===== src/rtl/mdr_pkg.sv =====
// Shared types for the MDR host sequencer: command opcodes, response status codes and FSM states.
package mdr_pkg;

  localparam int unsigned DW = 16;

  typedef enum logic [1:0] {
    OP_MULT,
    OP_DIV,
    OP_SQRT,
    OP_ILLEGAL
  } mdr_op_e;

  typedef enum logic [1:0] {
    ST_OK,
    ST_MDR_ERR,
    ST_TIMEOUT,
    ST_ILLEGAL
  } mdr_status_e;

  typedef enum logic [2:0] {
    IDLE,
    START,
    LOAD_X,
    GAP_X,
    LOAD_Y,
    WAIT_RDY,
    RESP
  } seq_state_e;

endpackage


===== src/rtl/mdr_seq_timeout.sv =====
// Saturating wait-state counter: clear has priority over enable, expired when it reaches TimeoutCyc-1.
module mdr_seq_timeout #(
  parameter int unsigned TimeoutCyc = 1024
) (
  input  logic clk_i,
  input  logic rst_ni,
  input  logic clr_i,
  input  logic en_i,
  output logic expired_o
);

  localparam int unsigned CntW = $clog2(TimeoutCyc);
  localparam logic [CntW-1:0] CntMax = CntW'(TimeoutCyc - 1);

  logic [CntW-1:0] cnt_q, cnt_d;

  assign expired_o = (cnt_q == CntMax);

  always_comb begin
    cnt_d = cnt_q;
    if (clr_i) begin
      cnt_d = '0;
    end else if (en_i && !expired_o) begin
      cnt_d = cnt_q + 1'b1;
    end
  end

  always_ff @(posedge clk_i or negedge rst_ni) begin
    if (!rst_ni) begin
      cnt_q <= '0;
    end else begin
      cnt_q <= cnt_d;
    end
  end

endmodule


===== src/rtl/mdr_host_sequencer.sv =====
// Requester side of the MDR operand-load protocol: one command in flight, loads X then Y,
// waits for a fresh Ready edge and returns result/reminder with a status.
module mdr_host_sequencer #(
  parameter int unsigned DW          = mdr_pkg::DW,
  parameter int unsigned TIMEOUT_CYC = 1024
) (
  input  logic          clk,
  input  logic          rst,
  input  logic          cmd_valid,
  output logic          cmd_ready,
  input  logic [1:0]    cmd_op,
  input  logic [DW-1:0] cmd_x,
  input  logic [DW-1:0] cmd_y,
  output logic          rsp_valid,
  input  logic          rsp_ready,
  output logic [DW-1:0] rsp_result,
  output logic [DW-1:0] rsp_reminder,
  output logic [1:0]    rsp_status,
  output logic          busy,
  output logic          mdr_start,
  output logic          mdr_load,
  output logic [1:0]    mdr_op,
  output logic [DW-1:0] mdr_data,
  input  logic          mdr_load_x,
  input  logic          mdr_load_y,
  input  logic          mdr_ready,
  input  logic          mdr_error,
  input  logic [DW-1:0] mdr_result,
  input  logic [DW-1:0] mdr_reminder
);

  import mdr_pkg::*;

  seq_state_e    state_q, state_d;
  mdr_op_e       op_q, op_d;
  mdr_status_e   status_q, status_d;
  logic [DW-1:0] x_q, x_d, y_q, y_d;
  logic [DW-1:0] result_q, result_d, rem_q, rem_d;
  logic          rdy_prev_q, rdy_prev_d;
  logic          rdy_rise;
  logic          tmo_clr, tmo_en, tmo_expired;

  assign rdy_rise = mdr_ready & ~rdy_prev_q;
  // Armed with the current Ready sample on entry so a stale sticky Ready is never an edge.
  assign rdy_prev_d = (state_d == WAIT_RDY) ? mdr_ready : 1'b0;

  assign tmo_clr = (state_d != state_q);
  assign tmo_en  = (state_q == LOAD_X) || (state_q == LOAD_Y) || (state_q == WAIT_RDY);

  mdr_seq_timeout #(
    .TimeoutCyc(TIMEOUT_CYC)
  ) u_timeout (
    .clk_i    (clk),
    .rst_ni   (rst),
    .clr_i    (tmo_clr),
    .en_i     (tmo_en),
    .expired_o(tmo_expired)
  );

  always_ff @(posedge clk or negedge rst) begin
    if (!rst) begin
      state_q    <= IDLE;
      op_q       <= OP_MULT;
      status_q   <= ST_OK;
      x_q        <= '0;
      y_q        <= '0;
      result_q   <= '0;
      rem_q      <= '0;
      rdy_prev_q <= 1'b0;
    end else begin
      state_q    <= state_d;
      op_q       <= op_d;
      status_q   <= status_d;
      x_q        <= x_d;
      y_q        <= y_d;
      result_q   <= result_d;
      rem_q      <= rem_d;
      rdy_prev_q <= rdy_prev_d;
    end
  end

  // Priority in every wait state: MDR error, then ack/Ready, then timeout.
  always_comb begin
    state_d  = state_q;
    op_d     = op_q;
    status_d = status_q;
    x_d      = x_q;
    y_d      = y_q;
    result_d = result_q;
    rem_d    = rem_q;
    unique case (state_q)
      IDLE: begin
        if (cmd_valid) begin
          op_d     = mdr_op_e'(cmd_op);
          x_d      = cmd_x;
          y_d      = cmd_y;
          result_d = '0;
          rem_d    = '0;
          status_d = ST_OK;
          if (mdr_op_e'(cmd_op) == OP_ILLEGAL) begin
            status_d = ST_ILLEGAL;
            state_d  = RESP;
          end else begin
            state_d = START;
          end
        end
      end
      START: state_d = LOAD_X;
      LOAD_X: begin
        if (mdr_error) begin
          status_d = ST_MDR_ERR;
          state_d  = RESP;
        end else if (mdr_load_x) begin
          state_d = GAP_X;
        end else if (tmo_expired) begin
          status_d = ST_TIMEOUT;
          state_d  = RESP;
        end
      end
      GAP_X: begin
        if (mdr_error) begin
          status_d = ST_MDR_ERR;
          state_d  = RESP;
        end else begin
          state_d = LOAD_Y;
        end
      end
      LOAD_Y: begin
        if (mdr_error) begin
          status_d = ST_MDR_ERR;
          state_d  = RESP;
        end else if (mdr_load_y) begin
          state_d = WAIT_RDY;
        end else if (tmo_expired) begin
          status_d = ST_TIMEOUT;
          state_d  = RESP;
        end
      end
      WAIT_RDY: begin
        if (mdr_error) begin
          status_d = ST_MDR_ERR;
          state_d  = RESP;
        end else if (rdy_rise) begin
          result_d = mdr_result;
          rem_d    = mdr_reminder;
          status_d = ST_OK;
          state_d  = RESP;
        end else if (tmo_expired) begin
          status_d = ST_TIMEOUT;
          state_d  = RESP;
        end
      end
      RESP: begin
        if (rsp_ready) begin
          state_d = IDLE;
        end
      end
      default: state_d = IDLE;
    endcase
  end

  always_comb begin
    cmd_ready = (state_q == IDLE);
    busy      = (state_q != IDLE);
    rsp_valid = (state_q == RESP);
    mdr_start = (state_q == START);
    mdr_load  = (state_q == LOAD_X) || (state_q == LOAD_Y);
    mdr_op    = 2'b00;
    mdr_data  = '0;
    if (state_q != IDLE && op_q != OP_ILLEGAL) begin
      mdr_op = op_q;
    end
    case (state_q)
      LOAD_X, GAP_X: mdr_data = x_q;
      LOAD_Y:        mdr_data = (op_q == OP_SQRT) ? '0 : y_q;
      default:       mdr_data = '0;
    endcase
  end

  assign rsp_result   = result_q;
  assign rsp_reminder = rem_q;
  assign rsp_status   = status_q;

endmodule

===== config.mk =====
export PLATFORM = sky130hd
export DESIGN_NAME = mdr_host_sequencer
export DESIGN_NICKNAME = d
export VERILOG_FILES = /design/src/rtl/mdr_pkg.sv /design/src/rtl/mdr_seq_timeout.sv /design/src/rtl/mdr_host_sequencer.sv
export SDC_FILE = /design/constraint.sdc
export NUM_CORES = 1
export LEC_CHECK = 0
export ABC_AREA = 1
export ABC_CLOCK_PERIOD_IN_PS = 1500
export BUFFER_PORTS_ARGS = -buffer_cell sky130_fd_sc_hd__buf_2
export CAP_MARGIN = 20
export CORE_MARGIN = 1
export CORE_UTILIZATION = 46
export CTS_CLUSTER_SIZE = 10
export DETAILED_ROUTE_END_ITERATION = 12
export GPL_ROUTABILITY_DRIVEN = 0
export MAX_ROUTING_LAYER = met4
export PLACE_DENSITY = 0.77
export SYNTH_ARGS = -nofsm -noshare
export SYNTH_HDL_FRONTEND = slang
export SYNTH_SLANG_ARGS = --single-unit
export TNS_END_PERCENT = 20

===== constraint.sdc =====
create_clock -name clk -period 1.5 [get_ports clk]
set_input_delay 0.075 -clock clk [delete_from_list [all_inputs] [get_ports clk]]
set_output_delay 0.075 -clock clk [all_outputs]
set_load 0.02 [all_outputs]

# Word level (Yosys, flattened, before mapping)
# Cells that the tools add are included.
dict set report word_totals {
  register_bits 82
  in_bits 74
  output_inout_bits 57
  elab_cells 80
}
dict set report op_classes {
  add_sub_neg 1
  n_eq_ne 18
  mux 36
  bitwise_logic 2
  n_reduce_logical 14
}
# cell n
set op_table {}
lappend op_table {{two-way mux 16 bit} 6}
lappend op_table {{one-hot mux 16 bit (2 select lines)} 3}
lappend op_table {{two-way mux 3 bit} 10}
lappend op_table {{two-way mux 2 bit} 12}
lappend op_table {{one-hot mux 3 bit (7 select lines)} 1}
lappend op_table {{two-way mux 10 bit} 2}
lappend op_table {{equality test 3 bit, second input constant} 4}
lappend op_table {{adder 10 x 1 -> 10 bit, second input constant} 1}
lappend op_table {{equality test 10 bit, second input constant} 1}
lappend op_table {{inequality test 2 bit, second input constant} 5}
lappend op_table {{one-hot mux 2 bit (5 select lines)} 1}
lappend op_table {{equality test 3 x 2 -> 1 bit, second input constant} 2}
lappend op_table {{inequality test 3 bit, second input constant} 2}
lappend op_table {{AND reduction 5 bit} 1}
lappend op_table {{nonzero test 5 bit} 1}
lappend op_table {{equality test 2 bit, second input constant} 2}
lappend op_table {{AND reduction 4 bit} 1}
lappend op_table {{nonzero test 2 bit} 2}
lappend op_table {{equality test 3 x 1 -> 1 bit, second input constant} 1}
lappend op_table {{logical NOT 3 bit} 1}
lappend op_table {{inequality test 3 bit} 1}
lappend op_table {{nonzero test 3 bit} 1}
lappend op_table {{logical AND 1 bit} 2}
lappend op_table {{logical OR 1 bit} 2}
lappend op_table {{other kinds (6)} 6}

# Depth between registers and ports, before layout
dict set report depth {
  depth_word 7
  depth_mapped 13
  depth_no_buf 12
}

# By module
# A second synthesis with hierarchy kept.
dict set report unflattened {
  cells_unflattened 477
  hier_area_um2 4431.8
}
# mod instances cells_each area_each_um2
set by_module_without_submodules {}
lappend by_module_without_submodules {mdr_host_sequencer 1 383 3763.6}
lappend by_module_without_submodules {mdr_seq_timeout 1 94 668.1}

# Worst setup path after synthesis
# OpenSTA, ideal clock, no wires.
dict set report synth_timing {
  path_kind {flip-flop to output port}
  start {register state_q[0]}
  end {output port mdr_data[12]}
  arrival_time_ns 1.595
  required_time_ns 1.425
  path_slack_ns -0.170
  path_stages_with_launch 7
  path_buffers 3
  path_cell_list {dfrtp_1 -> buf_6 -> nor2_4 -> nand2_2 -> buf_6 -> clkbuf_1 -> o32ai_1}
}
dict set report synth_via {
  elab_chain_len 3
}
# item line_no
set synth_lines {}
lappend synth_lines {{from (decl)} mdr_host_sequencer.sv:34} ;# seq_state_e state_q, state_d;
lappend synth_lines {{from (signal assigned)} mdr_host_sequencer.sv:71} ;# state_q <= state_d;
lappend synth_lines {{equality test 3 x 2 -> 1 bit} mdr_host_sequencer.sv:173} ;# case (state_q)
lappend synth_lines {{OR reduction 2 bit} mdr_host_sequencer.sv:173}
lappend synth_lines {{one-hot mux 16 bit (2 select lines) *} mdr_host_sequencer.sv:173}
lappend synth_lines {{to (decl)} mdr_host_sequencer.sv:23} ;# output logic [DW-1:0] mdr_data,
# Mark *: on every way between the ends. The rest lies on a longest branch, timed or not.

# Worst setup path after layout
dict set report layout_timing {
  start {register state_q[1]}
  end {register u_timeout.cnt_q[2]}
}
# item line_no
set layout_rtl {}
lappend layout_rtl {{equality test 3 bit (tied with other cells)} mdr_host_sequencer.sv:91} ;# unique case (state_q)
lappend layout_rtl {{one-hot mux 3 bit (7 select lines) *} mdr_host_sequencer.sv:91}
lappend layout_rtl {{net state_d[2]} mdr_host_sequencer.sv:34}
lappend layout_rtl {{inequality test 3 bit *} mdr_host_sequencer.sv:47} ;# assign tmo_clr = (state_d != state_q);
lappend layout_rtl {{two-way mux 10 bit / nonzero test 2 bit (equally long branches)} -}
lappend layout_rtl {{to (signal assigned)} mdr_seq_timeout.sv:32} ;# cnt_q <= cnt_d;
lappend layout_rtl {{to (decl)} mdr_seq_timeout.sv:15} ;# logic [CntW-1:0] cnt_q, cnt_d;
# The timed path passes the listed nets; every way through them passes the cells marked *.
# A chain may end at the register's enable or synchronous reset.

==> impl_metrics.csv <==
group,metric,value,unit
outcome,status,"finished, violations left",
outcome,violations,"negative setup slack",
placed_design,pre_cts_slack,-0.218,ns
layout,final_cell_mix,"110 x buf_2, 89 x inv_1, 80 x dfrtp_1",
placed_design,port-buffer-count,130,
global_route,gr-total-overflow,0,
die,die-area,0.00906,mm²
die,row_count,33,
worst_setup_path,crit_chain,"nor2_4 -> nand2_4 -> buf_6 -> nand2_1 -> inv_2 -> nand2_1 -> nand2_2 -> nand3_2 -> nand2_2 -> nand2_4 -> nand3_4 -> nor2_1",
drt,drt-vias-per-instance,5.30,
clocking,clock_sinks,82,
die,core_area,0.00830,mm²
run,maxCapViolations,0,
timing,worstMarginPinSlew,0.415,ns
drt,drt_iter0_drc,262,
die,start_util,48.1,%
layout,area_delta_synth_final,61.1,%
synth,async_reset_ff_share,100,%
worst_setup_path,start_kind,"flip-flop",
power_and_ir_drop,power-per-cell-area,1790,mW/mm²
global_route,grt_pass1_wl,20100,µm
synth,ys_types,35,
global_route,grt.total_usage,30.0,%
worst_setup_path,end_kind,"flip-flop",
timing,fin_ws,-0.253,ns
synth,syn_inst,483,
synth,yosysWarningCount,0,
worst_setup_path,worst_path_max_delay_cell,"dfrtp_2",
power_and_ir_drop,max-vdd-ir-drop,0.00103,V
clocking,cts-root-buf,"clkbuf_8",
global_route,grt_start_max_net_pins,69,
drt,avgRoutedWirePerCell,16.4,µm
worst_setup_path,cp.arrival,2.03,ns
global_route,grt_pass1_vias,4351,
drt,vias,4373,
layout,final_common_cell,"buf_2",
layout,n_antenna_cell,0,
synth,synth_enable_flop_cells,0,
timing,drv_slew,0,
hold_path,hold_class,"input port to flip-flop",
clocking,cts_buffers,9,
die,die_w,95.2,µm
power_and_ir_drop,leakagePower,3.13,nW
worst_setup_path,slowest_delay,0.45,ns
global_route,grt_antenna_before_repair,0,
worst_setup_path,worstSetupPathType,"flip-flop to flip-flop",
layout,layout-drive-gt1-share,36.9,%
timing,clock_skew,0.0126,ns
drt,drt_pass1_iterations,7,
synth,synth_seq_cells,82,
timing,setup_violations,68,
clocking,htreeDepth,3,
synth,avgSynthCellArea,8.27,µm²
layout,fin_util,77.6,%
worst_setup_path,cp.required,1.78,ns
worst_setup_path,cp_top_family,"simple AND/OR/NAND/NOR gates",
timing,final-hold-violation-count,0,
timing,max-slew-margin-rel,72.2,%
timing,fin_hold_ws,0.115,ns
clocking,path_clk_slew,0.08,ns
layout,nets,790,
synth,syn_nets,558,
timing,fin_crit_sh,117,%
worst_setup_path,crit_start,"state_q[1]",
timing,fin_tns_setup,-11.60,ns
layout,instances_no_fill,825,
synth,ys_seq_area_share,51.4,%
drt,drc,0,
drt,finalWirelength,13600,µm
worst_setup_path,path_max_fanout,5,
hold_path,hp-start,"mdr_error",
clocking,clk-insertion-delay-late,0.36,ns
die,io_pins,131,
placed_design,dpl.cell_count,731,
timing,period_needed,1.75,ns
clocking,clk_path_buf_depth,2,
synth,synth_ff_type,"dfrtp_1",
die,die_height,95.2,µm
worst_setup_path,critPathBufInv,2,
drt,final_antenna_net_count,0,
worst_setup_path,r2r-start,"state_q[1]",
placed_design,dp_hpwl,7250,µm
timing,rsz0062_at_grt,"true",
synth,syn_area,0.00400,mm²
clocking,cts_tree,"yes",
timing,fmax,570,MHz
## logic make-up (layout without fill, tap and decap cells)
logic type	Yosys count	count (layout)	synth area share (%)
simple gates	178	179	20.5
compound gates	96	96	13.9
buf+inv	119	355	12.3
fa+ha+maj	1	1	0.313
flops	82	82	51.4
xor+xnor	7	7	1.53
## metal layers
metal	share of wire (%)	vias to the layer above	track usage, %
li1	-	2001	-
met1	37	2091	33.6
met2	54	214	51.0
met3	4.7	67	4.86
met4	4.5	0	16.2
met5	0	-	-
## registers in the layout, indices dropped and copies added, names as in the netlist
| register | flops |
|---|---|
| rdy_prev_q | 1 |
| rsp_reminder | 16 |
| rsp_result | 16 |
| y_q | 16 |
| x_q | 16 |
| op_q | 2 |
| state_q | 3 |
| rsp_status | 2 |
| u_timeout.cnt_q | 10 |
## timing repair
item | in CTS | in global routing
hold endpoints to repair | 130 | 0
endpoints found under the setup margin | 101 | 103
hold buffers | 68 | 0
pin swaps | 5 | 19
gates cloned | 1 | 0
gates resized for setup | 64 | 56
setup buffers | 6 | 3
## cells in the mapped netlist (3+ instances only)
cell type,n,share of area [%]
nand3_1,45,5.6
buf_6,3,0.85
inv_2,3,0.28
xor2_1,5,1.1
inv_1,93,8.7
nor2_1,28,2.6
nand4_1,3,0.47
dfrtp_1,82,51
clkbuf_1,9,0.85
clkbuf_2,3,0.38
o32ai_1,16,3.5
a21oi_1,6,0.75
nor2_2,3,0.47
o21ai_0,68,8.5
nand2_2,4,0.63
buf_4,4,0.75
buf_2,3,0.38
nand2_1,82,7.7
## stage by stage
stage / cell area, µm² / total power [mW]
6_report: 6440 / 11.5
5_1_grt: 6440 / 12.1
4_1_cts: 6150 / 10.4
3_5_place_dp: 4980 / 7.92
3_3_place_gp: 4980 / 7.77
2_1_floorplan: 4000 / 6.31
## path summary, 6_finish.rpt
path,to,cells past startpoint,slack (ns)
max in group asynchronous,rsp_reminder[11],3,0.76
min in group asynchronous,x_q[15],2,0.16
min reg2reg,rsp_result[5],2,0.54
min,rsp_status[1],4,0.12
max reg2reg,u_timeout.cnt_q[2],12,-0.25
max,u_timeout.cnt_q[2],12,-0.25
## power breakdown
part | internal, mW | switching, mW | total [mW]
registers | 2.93 | 0.401 | 3.33
clock network | 0.649 | 0.819 | 1.47
logic | 2.66 | 4.07 | 6.73
## worst register-to-register path, delay by kind of cell (launching register included)
| kind | cells | cell delay [ns] |
|---|---|---|
| AND/OR/NAND/NOR | 10 | 1.02 |
| buffers and inverters | 2 | 0.19 |
| flip-flops | 1 | 0.45 |
## cell type report
class,instances,area [µm²]
inverters,96,370
clock buffers,12,145
well taps,105,131
flip-flops and latches,82,2050
multi-input cells,283,1870
clock inverters,4,26.3
fillers,523,1860
repair buffers,243,1840
No activity file was read; power rests on OpenSTA's default activity.
